==> config.mk <==
export PLATFORM = sky130hd
export DESIGN_NAME = alu_seq_unit
export DESIGN_NICKNAME = d
export VERILOG_FILES = /design/src/rtl/alu_seq_unit.sv
export SDC_FILE = /design/constraint.sdc
export NUM_CORES = 1
export LEC_CHECK = 0
export ABC_CLOCK_PERIOD_IN_PS = 2700
export BUFFER_PORTS_ARGS = -buffer_cell sky130_fd_sc_hd__buf_2
export CORE_ASPECT_RATIO = 0.9
export CORE_UTILIZATION = 35
export DETAILED_ROUTE_END_ITERATION = 7
export SLEW_MARGIN = 20
export SYNTH_ARGS = -nofsm -noshare
export SYNTH_HDL_FRONTEND = slang
export SYNTH_SLANG_ARGS = --single-unit
==> constraint.sdc <==
create_clock -name clk -period 2.7 [get_ports clk]
set_clock_uncertainty 0.05 [all_clocks]
set_input_delay 0.27 -clock clk [delete_from_list [all_inputs] [get_ports clk]]
set_output_delay 0.27 -clock clk [all_outputs]
set_load 0.05 [all_outputs]
==> src/rtl/alu_seq_unit.sv <==
// Registered MIPS ALU with built-in ALU-control decode; iterative shift-right and an
// optional shift-add multiplier (enabled by defining ALU_MUL_EN) behind a valid/ready/done handshake.
module alu_seq_unit #(
    parameter int WIDTH = 32
) (
    input  logic             clk,
    input  logic             rst_n,
    input  logic [1:0]       aluop,
    input  logic [3:0]       funct,
    input  logic [WIDTH-1:0] a,
    input  logic [WIDTH-1:0] b,
    input  logic             in_valid,
    output logic             ready,
    output logic             done,
    output logic [WIDTH-1:0] result,
    output logic             zero,
    output logic [2:0]       op
);

    localparam int SW = $clog2(WIDTH);

    localparam logic [2:0] OP_AND = 3'b000;
    localparam logic [2:0] OP_OR  = 3'b001;
    localparam logic [2:0] OP_ADD = 3'b010;
    localparam logic [2:0] OP_SHR = 3'b011;
    localparam logic [2:0] OP_SUB = 3'b110;
    localparam logic [2:0] OP_SLT = 3'b111;
`ifdef ALU_MUL_EN
    localparam logic [2:0] OP_MUL = 3'b100;
`endif

    typedef enum logic [1:0] {S_IDLE, S_SHIFT, S_MUL} state_t;

    state_t           r_state;
    state_t           w_next_state;
    logic [WIDTH-1:0] r_acc;
    logic [SW-1:0]    r_cnt;
    logic [2:0]       w_dec_op;
    logic [WIDTH-1:0] w_alu_res;
    logic [SW-1:0]    w_shamt;
    logic             w_accept;
    logic             w_shr_long;
`ifdef ALU_MUL_EN
    logic [WIDTH-1:0] r_mcand;
    logic [WIDTH-1:0] r_mplier;
    logic [WIDTH-1:0] w_mul_sum;
    logic             w_is_mul;
`endif

    assign w_accept   = in_valid & ready;
    assign w_shamt    = b[SW-1:0];
    assign w_shr_long = (w_dec_op == OP_SHR) && (w_shamt > SW'(1));
`ifdef ALU_MUL_EN
    assign w_is_mul   = (w_dec_op == OP_MUL);
    assign w_mul_sum  = r_acc + (r_mplier[0] ? r_mcand : '0);
`endif

    // R-type rules are applied in priority order; a later matching rule overrides earlier ones.
    always_comb begin
        // NOTE: every always_comb output gets a default first so no path can infer a latch.
        w_dec_op = OP_ADD;
        if (!aluop[1]) begin
            w_dec_op = aluop[0] ? OP_SUB : OP_ADD;
        end else begin
            if (funct == 4'b0000)         w_dec_op = OP_ADD;
            if (funct[3] && funct[1])     w_dec_op = OP_SLT;
            if (!funct[3] && funct[1])    w_dec_op = OP_SUB;
            if (funct[2] && funct[0])     w_dec_op = OP_OR;
            if (funct[2] && !funct[0])    w_dec_op = OP_AND;
            if (funct == 4'b0110)         w_dec_op = OP_SHR;
`ifdef ALU_MUL_EN
            if (funct == 4'b1000)         w_dec_op = OP_MUL;
`endif
        end
    end

    // Shift amounts 0 and 1 finish at accept, so only those two shr results are needed here.
    always_comb begin
        w_alu_res = a + b;
        case (w_dec_op)
            OP_SUB:  w_alu_res = a - b;
            OP_AND:  w_alu_res = a & b;
            OP_OR:   w_alu_res = a | b;
            OP_SLT:  w_alu_res = {{(WIDTH-1){1'b0}}, ($signed(a) < $signed(b))};
            OP_SHR:  w_alu_res = (w_shamt == '0) ? a : (a >> 1);
            default: w_alu_res = a + b;
        endcase
    end

    always_ff @(posedge clk or negedge rst_n) begin
        if (!rst_n) r_state <= S_IDLE;
        else        r_state <= w_next_state;
    end

    always_comb begin
        w_next_state = r_state;
        case (r_state)
            S_IDLE: begin
                if (w_accept && w_shr_long) w_next_state = S_SHIFT;
`ifdef ALU_MUL_EN
                if (w_accept && w_is_mul)   w_next_state = S_MUL;
`endif
            end
            S_SHIFT: if (r_cnt == SW'(1)) w_next_state = S_IDLE;
`ifdef ALU_MUL_EN
            S_MUL:   if (r_cnt == SW'(1)) w_next_state = S_IDLE;
`endif
            default: w_next_state = S_IDLE;
        endcase
    end

    // The done cycle itself blocks a new accept, so single-cycle ops issue every other cycle.
    always_comb begin
        ready = (r_state == S_IDLE) && !done;
    end

    always_ff @(posedge clk or negedge rst_n) begin
        if (!rst_n) begin
            r_acc    <= '0;
            r_cnt    <= '0;
            result   <= '0;
            zero     <= 1'b1;
            done     <= 1'b0;
            op       <= OP_ADD;
`ifdef ALU_MUL_EN
            r_mcand  <= '0;
            r_mplier <= '0;
`endif
        end else begin
            // NOTE: non-blocking throughout, so the default below is cleanly overridden on completion.
            done <= 1'b0;
            case (r_state)
                S_IDLE: if (w_accept) begin
                    op <= w_dec_op;
                    if (w_shr_long) begin
                        r_acc <= a >> 1;
                        r_cnt <= w_shamt - SW'(1);
`ifdef ALU_MUL_EN
                    end else if (w_is_mul) begin
                        // First partial product is folded into the accept cycle.
                        r_acc    <= b[0] ? a : '0;
                        r_mcand  <= a << 1;
                        r_mplier <= b >> 1;
                        r_cnt    <= SW'(WIDTH - 1);
`endif
                    end else begin
                        result <= w_alu_res;
                        zero   <= (w_alu_res == '0);
                        done   <= 1'b1;
                    end
                end
                S_SHIFT: begin
                    r_acc <= r_acc >> 1;
                    r_cnt <= r_cnt - SW'(1);
                    if (r_cnt == SW'(1)) begin
                        result <= r_acc >> 1;
                        zero   <= ((r_acc >> 1) == '0);
                        done   <= 1'b1;
                    end
                end
`ifdef ALU_MUL_EN
                S_MUL: begin
                    r_acc    <= w_mul_sum;
                    r_mcand  <= r_mcand << 1;
                    r_mplier <= r_mplier >> 1;
                    r_cnt    <= r_cnt - SW'(1);
                    if (r_cnt == SW'(1)) begin
                        result <= w_mul_sum;
                        zero   <= (w_mul_sum == '0);
                        done   <= 1'b1;
                    end
                end
`endif
                default: ;
            endcase
        end
    end

endmodule

Word-level counts from Yosys, hierarchy flattened
Index checks and enable logic that the tools add are counted.
{"block": "word_totals", "reg_bits": 76, "in_bits": 73, "out_inout_bits": 38}
{"block": "op_classes", "addsub": 4, "magnitude_cmp": 2, "n_eq_ne": 12, "mux": 30, "bitwise_logic": 3, "reduce_logical": 20}
{"cell": "$mux W32", "n": 6}
{"cell": "$pmux W32 S5", "n": 1}
{"cell": "$pmux W32 S2", "n": 2}
{"cell": "$logic_not A32 Y1", "n": 2}
{"cell": "$add A32 B32 Y32", "n": 1}
{"cell": "$and A32 B32 Y32", "n": 1}
{"cell": "$lt A32 B32 Y1", "n": 1}
{"cell": "$or A32 B32 Y32", "n": 1}
{"cell": "$sub A32 B32 Y32", "n": 1}
{"cell": "$mux W3", "n": 7}
{"cell": "$mux W5", "n": 2}
{"cell": "$ne A2 B2 Y1 const B", "n": 5}
{"cell": "$pmux W5 S2", "n": 1}
{"cell": "$sub A5 B1 Y5 const B", "n": 2}
{"cell": "$logic_and A1 B1 Y1", "n": 7}
{"cell": "$eq A3 B3 Y1 const B", "n": 2}
{"cell": "$mux W1", "n": 6}
{"cell": "$eq A5 B1 Y1 const B", "n": 1}
{"cell": "$gt A5 B1 Y1 const B", "n": 1}
{"cell": "$logic_not A5 Y1", "n": 1}
{"cell": "$eq A4 B3 Y1 const B", "n": 1}
{"cell": "$mux W2", "n": 2}
{"cell": "$pmux W1 S2", "n": 2}
{"cell": "$pmux W2 S2", "n": 1}
{"cell": "other kinds (11)", "n": 14}

Logic depth before layout (Yosys ltp)
Gate-level depths: netlist of the first run.
{"block": "depth", "ltp_word": 13, "depth_mapped": 17}

Worst setup path after synthesis of the first run
No wires, ideal clock.
{"block": "synth_timing", "path_type": "register to register", "start": "register done", "end": "register zero", "setup_ns": 0.072, "t_arrival_ns": 3.704, "setup_slack_ns": -1.126, "stages_incl_launch_ff": 12, "n_path_buf": 0, "period_less_slack_ns": 3.826, "cell_sequence": "dfrtp_1 nor2_1 nand2_1 a21o_1 nand2_1 o2111ai_1 or4_1 or3_1 nor4_1 nand4b_1 or4_1 o21ai_1"}
{"block": "synth_between", "elab_chain_cells": 5}
{"item": "start, declared", "line": "14", "rtl": "output logic done,"}
{"item": "start signal, assigned", "line": "123", "rtl": "done <= 1'b0;"}
{"item": "start signal, assigned", "line": "131", "rtl": "done <= 1'b0;"}
{"item": "start signal, assigned", "line": "149", "rtl": "done <= 1'b1;"}
{"item": "$logic_not A1 Y1", "line": "114", "rtl": "ready = (r_state == S_IDLE) && !done;"}
{"item": "$logic_and A1 B1 Y1", "line": "114"}
{"item": "named net ready", "line": "13", "rtl": "output logic ready,"}
{"item": "$and A1 B1 Y1", "line": "50", "rtl": "assign w_accept = in_valid & ready;"}
{"item": "$ne A2 B2 Y1 (no line)"}
{"item": "$reduce_and A4 Y1 (no line)"}
{"item": "end signal, assigned", "line": "148", "rtl": "zero <= (w_alu_res == '0);"}
{"item": "end signal, assigned", "line": "157", "rtl": "zero <= ((r_acc >> 1) == '0);"}
{"item": "end, declared", "line": "16", "rtl": "output logic zero,"}
The timed path passes the listed nets, and every way through them passes these cells.
A chain may end at the register's enable or synchronous reset.

Worst setup path in the final report of the first run
{"block": "layout_timing", "start": "input port a[0]", "end": "register zero"}
{"block": "layout_between", "elab_chain_cells": 6}
{"item": "start, declared", "line": "10", "rtl": "input logic [WIDTH-1:0] a,"}
{"item": "$add A32 B32 Y32 (tied with other cells)", "line": "86", "rtl": "default: w_alu_res = a + b;"}
{"item": "$pmux W32 S5 *", "line": "80", "rtl": "case (w_dec_op)"}
{"item": "$logic_not A32 Y1 *", "line": "148"}
{"item": "$mux W1 *", "line": "135", "rtl": "if (w_shr_long) begin"}
{"item": "$mux W1 *", "line": "133", "rtl": "S_IDLE: if (w_accept) begin"}
{"item": "$pmux W1 S2 *", "line": "132", "rtl": "case (r_state)"}
Every way passes the cells marked *; elsewhere a longest branch is shown, timed or not. The select of a mux whose other input is x is not followed.

==> results_dict.tcl, run 1 <==
set metrics [dict create \
    critPathTopFamily "compound AO/OA/AOI/OAI gates" \
    fin_tns_setup_ns -5.75 \
    start_util_pct 35.7 \
    whs_ns 0.0257 \
    seqPwrFrac_pct 21.3 \
    ant_nets 0 \
    ys_warn_count 0 \
    insertion_delay_ns 0.34 \
    netlist_instances 1297 \
    outcome "finished with violations" \
    swShare_pct 48.6 \
    pwr-share-clk_pct 14.2 \
    synth_top_area_share_pct 19.1 \
    fin_crit_sh_pct 129 \
    yosys.cell_types.count 80 \
    reg2regPathDepth 11 \
    io_pins 111 \
    core_um2 26100 \
    synth_top_flop_cell "dfrtp_1" \
    p_total_mw 9.29 \
    cts_tree "yes" \
    hp-class "in -> async" \
    clockBufferDepth 2 \
    fin_crit_ns 3.48 \
    crit_type "in -> reg" \
    grt_first_pass_wirelength_mm 65.7 \
    reg2reg_from "r_state[0]$_DFFE_PN0P_" \
    worst_setup_path_start_kind "input port" \
    worstReg2RegEnd "zero$_DFFE_PN1P_" \
    post_drt_via_cell_ratio 5.61 \
    grt_usage_pct 31.1 \
    synth_edf_count 0 \
    dr.pass1.iters 6 \
    finalHoldViolations 0 \
    antenna_found_initial 0 \
    rrSetupSlack_ns -0.24 \
    ys_ff_latch 73 \
    slowest_stage "a2111o_1" \
    crit_path_end_kind "flop" \
    num_vias 12100 \
    setup_viol 23 \
    final_nets 1988 \
    clock_sinks 73 \
    yosysTopAreaCell "dfrtp_1" \
    drt_iter0_drc 1059 \
    dpl.hpwl_mm 33.9 \
    timing.fmax_mhz 287 \
    violations "setup timing" \
    clock-root-buffer "clkbuf_16" \
    p_int_mw 4.78 \
    wl_mm 43.3 \
    post_drt_wl_per_cell_um 20.0 \
    syn_area_per_cell_um2 7.17 \
    fin_ws_ns -0.783 \
    cp_common_cell "buf_6" \
    utilization_pct 60.3 \
    cp.arrival_ns 3.71 \
    overflow 0 \
    yosysSeqAreaShare_pct 19.7 \
    worstPathCellList "buf_6 > inv_4 > ha_4 > inv_2 > fa_2 > nor2b_4 > o311ai_4 > buf_6 > a2111o_1 > a31oi_4 > nor3_2 > o311a_1 > mux2_2 > and4bb_1 > nand4bb_1 > or4_1 > o21ai_1" \
    leakagePower_nw 7.42 \
    p_comb_share_pct 64.5 \
    final_cell_mix "buf_4, nand2_1, nor2_1, a21oi_1, buf_2" \
    place_congestion 0.992 \
    critPathRequiredTime_ns 2.93 \
    grt_pass1_vias 11800 \
    syn-num-nets 1472 \
    ctsHtreeMaxLevel 3 \
    layout_commonest_cell "buf_4" \
    die_w_um 174 \
    die_y_um 157 \
    worstMarginPinSlew_ns 0.941 \
    numPortBuffers 110 \
    peakVddDrop_v 0.000582 \
    rows 56 \
    layout-drive-gt1-share_pct 46.1 \
    grt_start_max_net_pins 74 \
    cts_buffers 9 \
    drc 0 \
    p_switching_mw 4.51 \
    critPathMaxStageDelay_ns 0.52 \
    antenna_cells 0 \
    powerDensity_nw_per_um2 591 \
    clk_pin_slew_ns 0.07 \
    relSlewSlack_pct 37.3 \
    rsz0062_at_grt "yes" \
    drv_slew 0 \
    area_delta_synth_final_pct 68.9 \
    path_buf_inv 4 \
    ys_top_cells_by_area "dfrtp_1, ha_1, a21oi_1, nand2_1, nor2_1" \
    cap_viol_max_count 0 \
    path_max_fanout 3 \
    synthArstFlopShare_pct 100 \
    dp_slack_ns -1.35 \
    die-area_um2 27200 \
    syn-cell-area_um2 9300 \
]
power by group through the flow:
| stage | Sequential [mW] | Combinational [mW] | Clock, mW |
|---|---|---|---|
| floorplan | 2.87 | 2.34 | 0 |
| global route | 2.03 | 6.41 | 1.39 |
| CTS | 1.96 | 5.70 | 1.33 |
| finish | 1.97 | 5.99 | 1.32 |
| detailed placement | 1.96 | 5.29 | 0 |
| global placement | 1.95 | 5.25 | 0 |
Yosys cell counts (4+ instances only):
library cell / instances
o21bai_1: 7
dfrtp_1: 71
a211oi_1: 8
o21ai_0: 79
o22a_1: 4
mux2i_1: 33
nor4_1: 16
xnor2_1: 8
nand4_1: 9
o22ai_1: 13
a221o_1: 9
a2111oi_0: 4
nor3_1: 23
o211ai_1: 24
and3_1: 10
a221oi_1: 15
or2_2: 4
inv_1: 105
nor2_1: 131
buf_2: 10
a31oi_1: 11
o221a_2: 4
or4_1: 7
o21ai_1: 6
a22oi_1: 30
o31ai_1: 15
clkbuf_1: 59
a21o_1: 17
nand3_1: 22
buf_1: 5
and2_1: 5
ha_1: 100
a41oi_1: 4
or3_1: 8
a21oi_1: 149
a31o_2: 6
o21a_1: 9
nand2_1: 160
mux2_2: 4
nand2b_1: 13
nor2b_1: 11
o221ai_1: 8
flip-flops by register name, summed over array words and instances, names as in the netlist:
register and cells:
r_acc 30, zero 1, r_cnt 5, done 1, r_state 1, op 3
result 32
kinds of logic after synthesis:
| group | Yosys count | share of synthesized area, % |
|---|---|---|
| and+or+nand+nor | 432 | 21.1 |
| DFF | 73 | 19.7 |
| buffers and inverters | 182 | 7.64 |
| adders and majority gates | 102 | 13.9 |
| muxes | 37 | 4.03 |
| AOI/OAI and AO/OA | 461 | 32.7 |
| xor gates and xnor gates | 10 | 0.941 |
worst max path at each step:
| stage | start | slack, ns | endpoint | depth (start not counted) |
|---|---|---|---|---|
| 6_report | a[0] | -0.78 | zero$_DFFE_PN1P_ | 17 |
| 5_1_grt | b[1] | -0.85 | zero$_DFFE_PN1P_ | 18 |
| 2_1_floorplan | a[0] | -0.84 | zero$_DFFE_PN1P_ | 13 |
| 3_5_place_dp | b[0] | -1.35 | zero$_DFFE_PN1P_ | 14 |
| 3_3_place_gp | b[1] | -1.31 | zero$_DFFE_PN1P_ | 17 |
| 4_1_cts | b[1] | -0.69 | zero$_DFFE_PN1P_ | 16 |
area by class of cell:
class	instances	area [um^2]
Timing Repair Buffer	581	4510
Multi-Input combinational cell	1042	8160
Sequential cell	73	1830
Fill cell	2329	10400
Inverter	106	447
Tap cell	348	435
Clock buffer	9	225
Clock inverter	7	101
stage by stage:
stage / instance area (um^2) / std cells
6_report: 15700 / 2166
4_1_cts: 15000 / 2139
3_5_place_dp: 13400 / 2093
5_1_grt: 15700 / 2166
2_1_floorplan: 9630 / 1297
3_3_place_gp: 13400 / 2093
repair_timing:
| item | CTS | global route |
|---|---|---|
| buffers inserted | 38 | 37 |
| pin swaps | 73 | 98 |
| hold buffers | 0 | 0 |
| gates resized for setup | 244 | 119 |
| hold endpoints to repair | 0 | 0 |
| endpoints found under the setup margin | 26 | 27 |
metal layers:
layer  part of all wire, %  wire, um  GRT usage, %  vias up
met1                    43     18500          40.0     5809
met5                     0         0             0        -
met2                    47     20300          52.8      488
li1                      -         -             -     5734
met4                   4.2      1820          12.4        0
met3                   6.2      2690          4.03      113
(Power assumes the default switching activity.)
==> run 2, diff against run 1 <==
--- a/config.mk
+++ b/config.mk
@@ -7,9 +7,12 @@
 export LEC_CHECK = 0
 export ABC_CLOCK_PERIOD_IN_PS = 2700
 export BUFFER_PORTS_ARGS = -buffer_cell sky130_fd_sc_hd__buf_2
+export CELL_PAD_IN_SITES_DETAIL_PLACEMENT = 1
+export CELL_PAD_IN_SITES_GLOBAL_PLACEMENT = 1
 export CORE_ASPECT_RATIO = 0.9
 export CORE_UTILIZATION = 35
 export DETAILED_ROUTE_END_ITERATION = 7
+export PLACE_DENSITY_LB_ADDON = 0.1
 export SLEW_MARGIN = 20
 export SYNTH_ARGS = -nofsm -noshare
 export SYNTH_HDL_FRONTEND = slang
==> results_dict.tcl, run 2 (synthesis gave the netlist of run 1 again) <==
set metrics [dict create \
    top_register "result" \
    cap_viol_max_count 0 \
    largest_register_ffs 32 \
    powerDensity_nw_per_um2 594 \
    dp_slack_ns -1.54 \
    worst_setup_path_start_kind "input port" \
    critPathTopFamily "simple AND/OR/NAND/NOR gates" \
    path_buf_inv 5 \
    clockBufferDepth 2 \
    fin_crit_sh_pct 135 \
    drt_iter0_drc 1001 \
    violations "setup timing" \
    layout_commonest_cell "buf_4" \
    fin_ws_ns -0.947 \
    leakagePower_nw 7.61 \
    place_congestion 1.02 \
    path_max_fanout 3 \
    drv_slew 0 \
    hold_buffers 0 \
    crit_type "in -> reg" \
    core_um2 26100 \
    die-area_um2 27200 \
    worstReg2RegEnd "zero$_DFFE_PN1P_" \
    cts_buffers 9 \
    antenna_cells 0 \
    nFillCells 3168 \
    post_drt_via_cell_ratio 5.91 \
    placed_cell_area_um2 13500 \
    die_w_um 174 \
    clk_pin_slew_ns 0.06 \
    slowest_stage "or3_4" \
    seq_area_um2 1830 \
    clock-root-buffer "clkbuf_16" \
    post_drt_wl_per_cell_um 24.8 \
    reg2reg_from "r_state[0]$_DFFE_PN0P_" \
    rows 56 \
    grt_pass1_vias 13100 \
    grt_first_pass_wirelength_mm 75.6 \
    fin_crit_ns 3.65 \
    reg_top3 "result: 32 flops, r_acc: 30 flops, r_cnt: 5 flops" \
    ctsHtreeMaxLevel 3 \
    worstMarginPinSlew_ns 0.979 \
    overflow 0 \
    final_cell_mix "buf_4, nand2_1, nor2_1, a21oi_1, buf_2" \
    grt_usage_pct 35.9 \
    outcome "finished with violations" \
    relSlewSlack_pct 34.8 \
    critPathRequiredTime_ns 2.90 \
    layout-drive-gt1-share_pct 46.7 \
    cp_common_cell "buf_6" \
    drc 0 \
    cts_tree "yes" \
    hp-class "in -> async" \
    insertion_delay_ns 0.32 \
    setup_viol 27 \
    crit_path_end_kind "flop" \
    numPortBuffers 110 \
    num_vias 13100 \
    worstPathCellList "buf_8 > clkinvlp_4 > ha_4 > buf_6 > o21bai_4 > and3_4 > buf_6 > or2_4 > buf_6 > a21o_1 > a221o_1 > a221o_1 > or3_4 > nor3_2 > nand4b_1 > or4_1 > o21ai_1" \
    peakVddDrop_v 0.000509 \
    cp.arrival_ns 3.85 \
    wl_mm 54.8 \
    final_area_um2 16000 \
    critPathMaxStageDelay_ns 0.43 \
    finalHoldViolations 0 \
    area_delta_synth_final_pct 72.0 \
    final_nets 2035 \
    io_pins 111 \
    timing.fmax_mhz 274 \
    die_y_um 157 \
    antenna_found_initial 1 \
    grt_start_max_net_pins 74 \
    dpl.hpwl_mm 38.8 \
    rsz0062_at_grt "yes" \
    reg2regPathDepth 11 \
    multi_input_area_um2 8140 \
    dr.pass1.iters 7 \
    start_util_pct 35.7 \
    ant_nets 0 \
    clock_sinks 73 \
    rrSetupSlack_ns -0.34 \
]
## run 2: cell count changes in the layout (fill, tap and decap cells not counted), moves of 6 or more
cell | previous run | this run
inv_1 | 73 | 79
a21oi_2 | 22 | 29
a21oi_1 | 122 | 116
inv_2 | 20 | 10
buf_4 | 424 | 458
buf_6 | 61 | 67
## run 2: worst max path at each step
stage / start / cells past startpoint / slack, ns / end
floorplan: a[0] / 13 / -0.84 / zero$_DFFE_PN1P_
global placement: b[0] / 18 / -1.44 / zero$_DFFE_PN1P_
detailed placement: a[7] / 18 / -1.54 / zero$_DFFE_PN1P_
CTS: b[1] / 19 / -0.79 / zero$_DFFE_PN1P_
global route: b[1] / 17 / -0.99 / zero$_DFFE_PN1P_
finish: b[1] / 17 / -0.95 / zero$_DFFE_PN1P_
## run 2: power by group
part | total, mW | internal [mW] | switching [mW]
combinational | 6.44 | 2.50 | 3.94
sequential | 1.98 | 1.59 | 0.393
clock | 1.08 | 0.648 | 0.432
## run 2: layer usage
layer  GRT usage [%]  routed length (um)  vias up
met5               0                   0        -
met1            44.5               22000     6466
met4            14.1                3500        0
met2            64.4               26500      564
met3            3.18                2820      219
li1                -                   -     5821
## run 2: per-stage QoR
step | hold slack (ns) | setup TNS [ns] | cells | total power [mW] | utilization (%)
after floorplan | -0.0756 | -1.85 | 1297 | 5.21 | -
after global placement | 0.414 | -21.96 | 2109 | 7.25 | 51.9
after detailed placement | 0.426 | -24.12 | 2109 | 7.40 | 51.9
after CTS | 0.0906 | -6.40 | 2174 | 8.89 | 57.2
after global routing | 0.120 | -11.47 | 2213 | 9.95 | 61.4
final | 0.0311 | -10.53 | 2213 | 9.50 | 61.4
## run 2: area by class of cell
cell class              count  share of cell area [%]
multi-input cells        1042                    50.9
repair buffers            628                    30.5
flip-flops and latches     73                    11.4
inverters                 106                    2.85
well taps                 348                    2.72
clock buffers              15                    1.61
clock inverters             1                  0.0313
## run 2: worst reg2reg max path: cells and delay by family (launching register included)
family          cells  cell delay [ns]
simple gates        8             1.98
flops               1             0.50
compound gates      3             0.45
## run 2: repair_timing
action | 4_1_cts | 5_1_grt
pin swaps | 77 | 97
cloned | 0 | 0
buffers inserted | 52 | 56
resized for setup | 179 | 181
setup endpoints to repair | 27 | 28
==> run 3, diff against run 2 <==
--- a/config.mk
+++ b/config.mk
@@ -12,7 +12,9 @@
 export CORE_ASPECT_RATIO = 0.9
 export CORE_UTILIZATION = 35
 export DETAILED_ROUTE_END_ITERATION = 7
+export MAX_ROUTING_LAYER = met4
 export PLACE_DENSITY_LB_ADDON = 0.1
+export REMOVE_ABC_BUFFERS = 1
 export SLEW_MARGIN = 20
 export SYNTH_ARGS = -nofsm -noshare
 export SYNTH_HDL_FRONTEND = slang
==> results_dict.tcl, run 3 (synthesis gave the netlist of run 1 again) <==
set metrics [dict create \
    reg2reg_from "r_state[0]$_DFFE_PN0P_" \
    multi_input_area_um2 8200 \
    fin_ws_ns -0.867 \
    startpoint "b[4]" \
    layout-drive-gt1-share_pct 47.4 \
    post_drt_via_cell_ratio 5.77 \
    area_delta_synth_final_pct 69.6 \
    dpl.hpwl_mm 39.4 \
    timing.fmax_mhz 280 \
    layout_commonest_cell "buf_4" \
    insertion_delay_ns 0.35 \
    die_y_um 157 \
    whs_ns 0.180 \
    cp_common_cell "buf_6" \
    min_delay_path_depth 3 \
    worstReg2RegEnd "zero$_DFFE_PN1P_" \
    cap_viol_max_count 0 \
    clockBufferDepth 2 \
    finalHoldViolations 0 \
    clk_pin_slew_ns 0.06 \
    fin_crit_sh_pct 132 \
    seq_area_um2 1830 \
    hold_end "r_acc[1]$_DFFE_PN0P_" \
    path_buf_inv 5 \
    relSlewSlack_pct 38.6 \
    core_um2 26100 \
    rrSetupSlack_ns -0.48 \
    rows 56 \
    grt_usage_pct 38.2 \
    final_area_um2 15800 \
    grt_pass1_vias 12900 \
    path_max_fanout 8 \
    drc 0 \
    largest_register_ffs 32 \
    peakVddDrop_v 0.000700 \
    outcome "finished with violations" \
    die-area_um2 27200 \
    crit_path_end_kind "flop" \
    critPathTopFamily "compound AO/OA/AOI/OAI gates" \
    worstPathCellList "buf_2 > inv_1 > ha_4 > buf_4 > nor2_4 > o311ai_4 > buf_6 > buf_6 > a2111o_1 > a31oi_4 > nor3_2 > o311a_1 > mux2_4 > and4bb_1 > nand4bb_1 > or4_4 > o21ai_2" \
    violations "setup timing" \
    antenna_found_initial 2 \
    final_cell_mix "buf_4, nand2_1, nor2_1, a21oi_1, buf_2" \
    io_pins 111 \
    place_congestion 1.02 \
    final_nets 2016 \
    reg2regPathDepth 11 \
    die_w_um 174 \
    grt_start_max_net_pins 69 \
    worstMarginPinSlew_ns 0.913 \
    ant_nets 0 \
    numPortBuffers 110 \
    cts_tree "yes" \
    num_vias 12700 \
    post_drt_wl_per_cell_um 23.8 \
    top_register "result" \
    crit_type "in -> reg" \
    cts_buffers 9 \
    grt_first_pass_wirelength_mm 77.0 \
    holdCritStartpoint "a[2]" \
    start_util_pct 35.7 \
    leakagePower_nw 7.49 \
    placed_cell_area_um2 13300 \
    setup_viol 18 \
    critPathRequiredTime_ns 2.93 \
    rsz0062_at_grt "yes" \
    hp-class "in -> reg" \
    clock-root-buffer "clkbuf_16" \
    drv_slew 0 \
    critPathMaxStageDelay_ns 0.51 \
    cp.arrival_ns 3.80 \
    nFillCells 3193 \
    wl_mm 52.2 \
    reg_top3 "result: 32 flops, r_acc: 30 flops, r_cnt: 5 flops" \
    overflow 0 \
    worst_setup_path_start_kind "input port" \
    fin_crit_ns 3.57 \
    fin_tns_setup_ns -6.05 \
    powerDensity_nw_per_um2 607 \
    drt_iter0_drc 1020 \
    slowest_stage "or4_4" \
    utilization_pct 60.5 \
    clock_sinks 73 \
    ctsHtreeMaxLevel 3 \
    dr.pass1.iters 6 \
]
[run 3: area by class of cell]
| type | instances | share of cell area [%] |
|---|---|---|
| multi-input cells | 1042 | 52.0 |
| repair buffers | 609 | 29.2 |
| flip-flops and latches | 73 | 11.6 |
| well taps | 348 | 2.76 |
| inverters | 106 | 2.68 |
| clock buffers | 10 | 1.45 |
| clock inverters | 6 | 0.270 |
| diodes | 2 | 0.0317 |
[run 3: layer usage]
metal | global-route usage [%] | share of wire (%)
met5 | - | 0
met2 | 60.4 | 46
met3 | 6.29 | 7.4
met4 | 9.27 | 2.5
met1 | 50.8 | 44
[run 3: worst max path at each step]
stage	cells past startpoint	endpoint	slack, ns
6_report	17	zero$_DFFE_PN1P_	-0.87
5_1_grt	18	zero$_DFFE_PN1P_	-0.94
4_1_cts	18	zero$_DFFE_PN1P_	-0.94
3_5_place_dp	16	zero$_DFFE_PN1P_	-1.76
3_3_place_gp	16	zero$_DFFE_PN1P_	-1.53
2_1_floorplan	11	zero$_DFFE_PN1P_	-2.28
[run 3: where the power goes]
| part | switching [mW] | leakage [nW] | internal [mW] |
|---|---|---|---|
| combinational | 3.98 | 6.47 | 2.45 |
| clock | 0.530 | 0.129 | 0.625 |
| sequential | 0.406 | 0.896 | 1.59 |
[run 3: through the flow]
step	setup WS [ns]	cells	power (mW)
floorplan	-2.28	1221	5.04
global placement	-1.53	2111	7.35
detailed placement	-1.76	2111	7.48
CTS	-0.937	2177	9.18
global route	-0.936	2196	10.0
finish	-0.867	2196	9.57
[run 3: what timing repair did]
action	4_1_cts	5_1_grt
gates resized for setup	261	132
hold buffers	1	0
endpoints found under the hold margin	71	0
setup endpoints to repair	28	28
buffers inserted	54	27
pin swaps	91	86
[run 3: worst reg2reg max path: stages (launching register included)]
cell	delay, ns
dfrtp_1	0.42
clkinv_1	0.07
o21ai_0	0.10
a21oi_1	0.21
o311a_1	0.25
o2111ai_2	0.16
or4_1	0.51
or3_4	0.41
nor4_4	0.15
nand4b_1	0.17
or4_4	0.45
o21ai_2	0.16
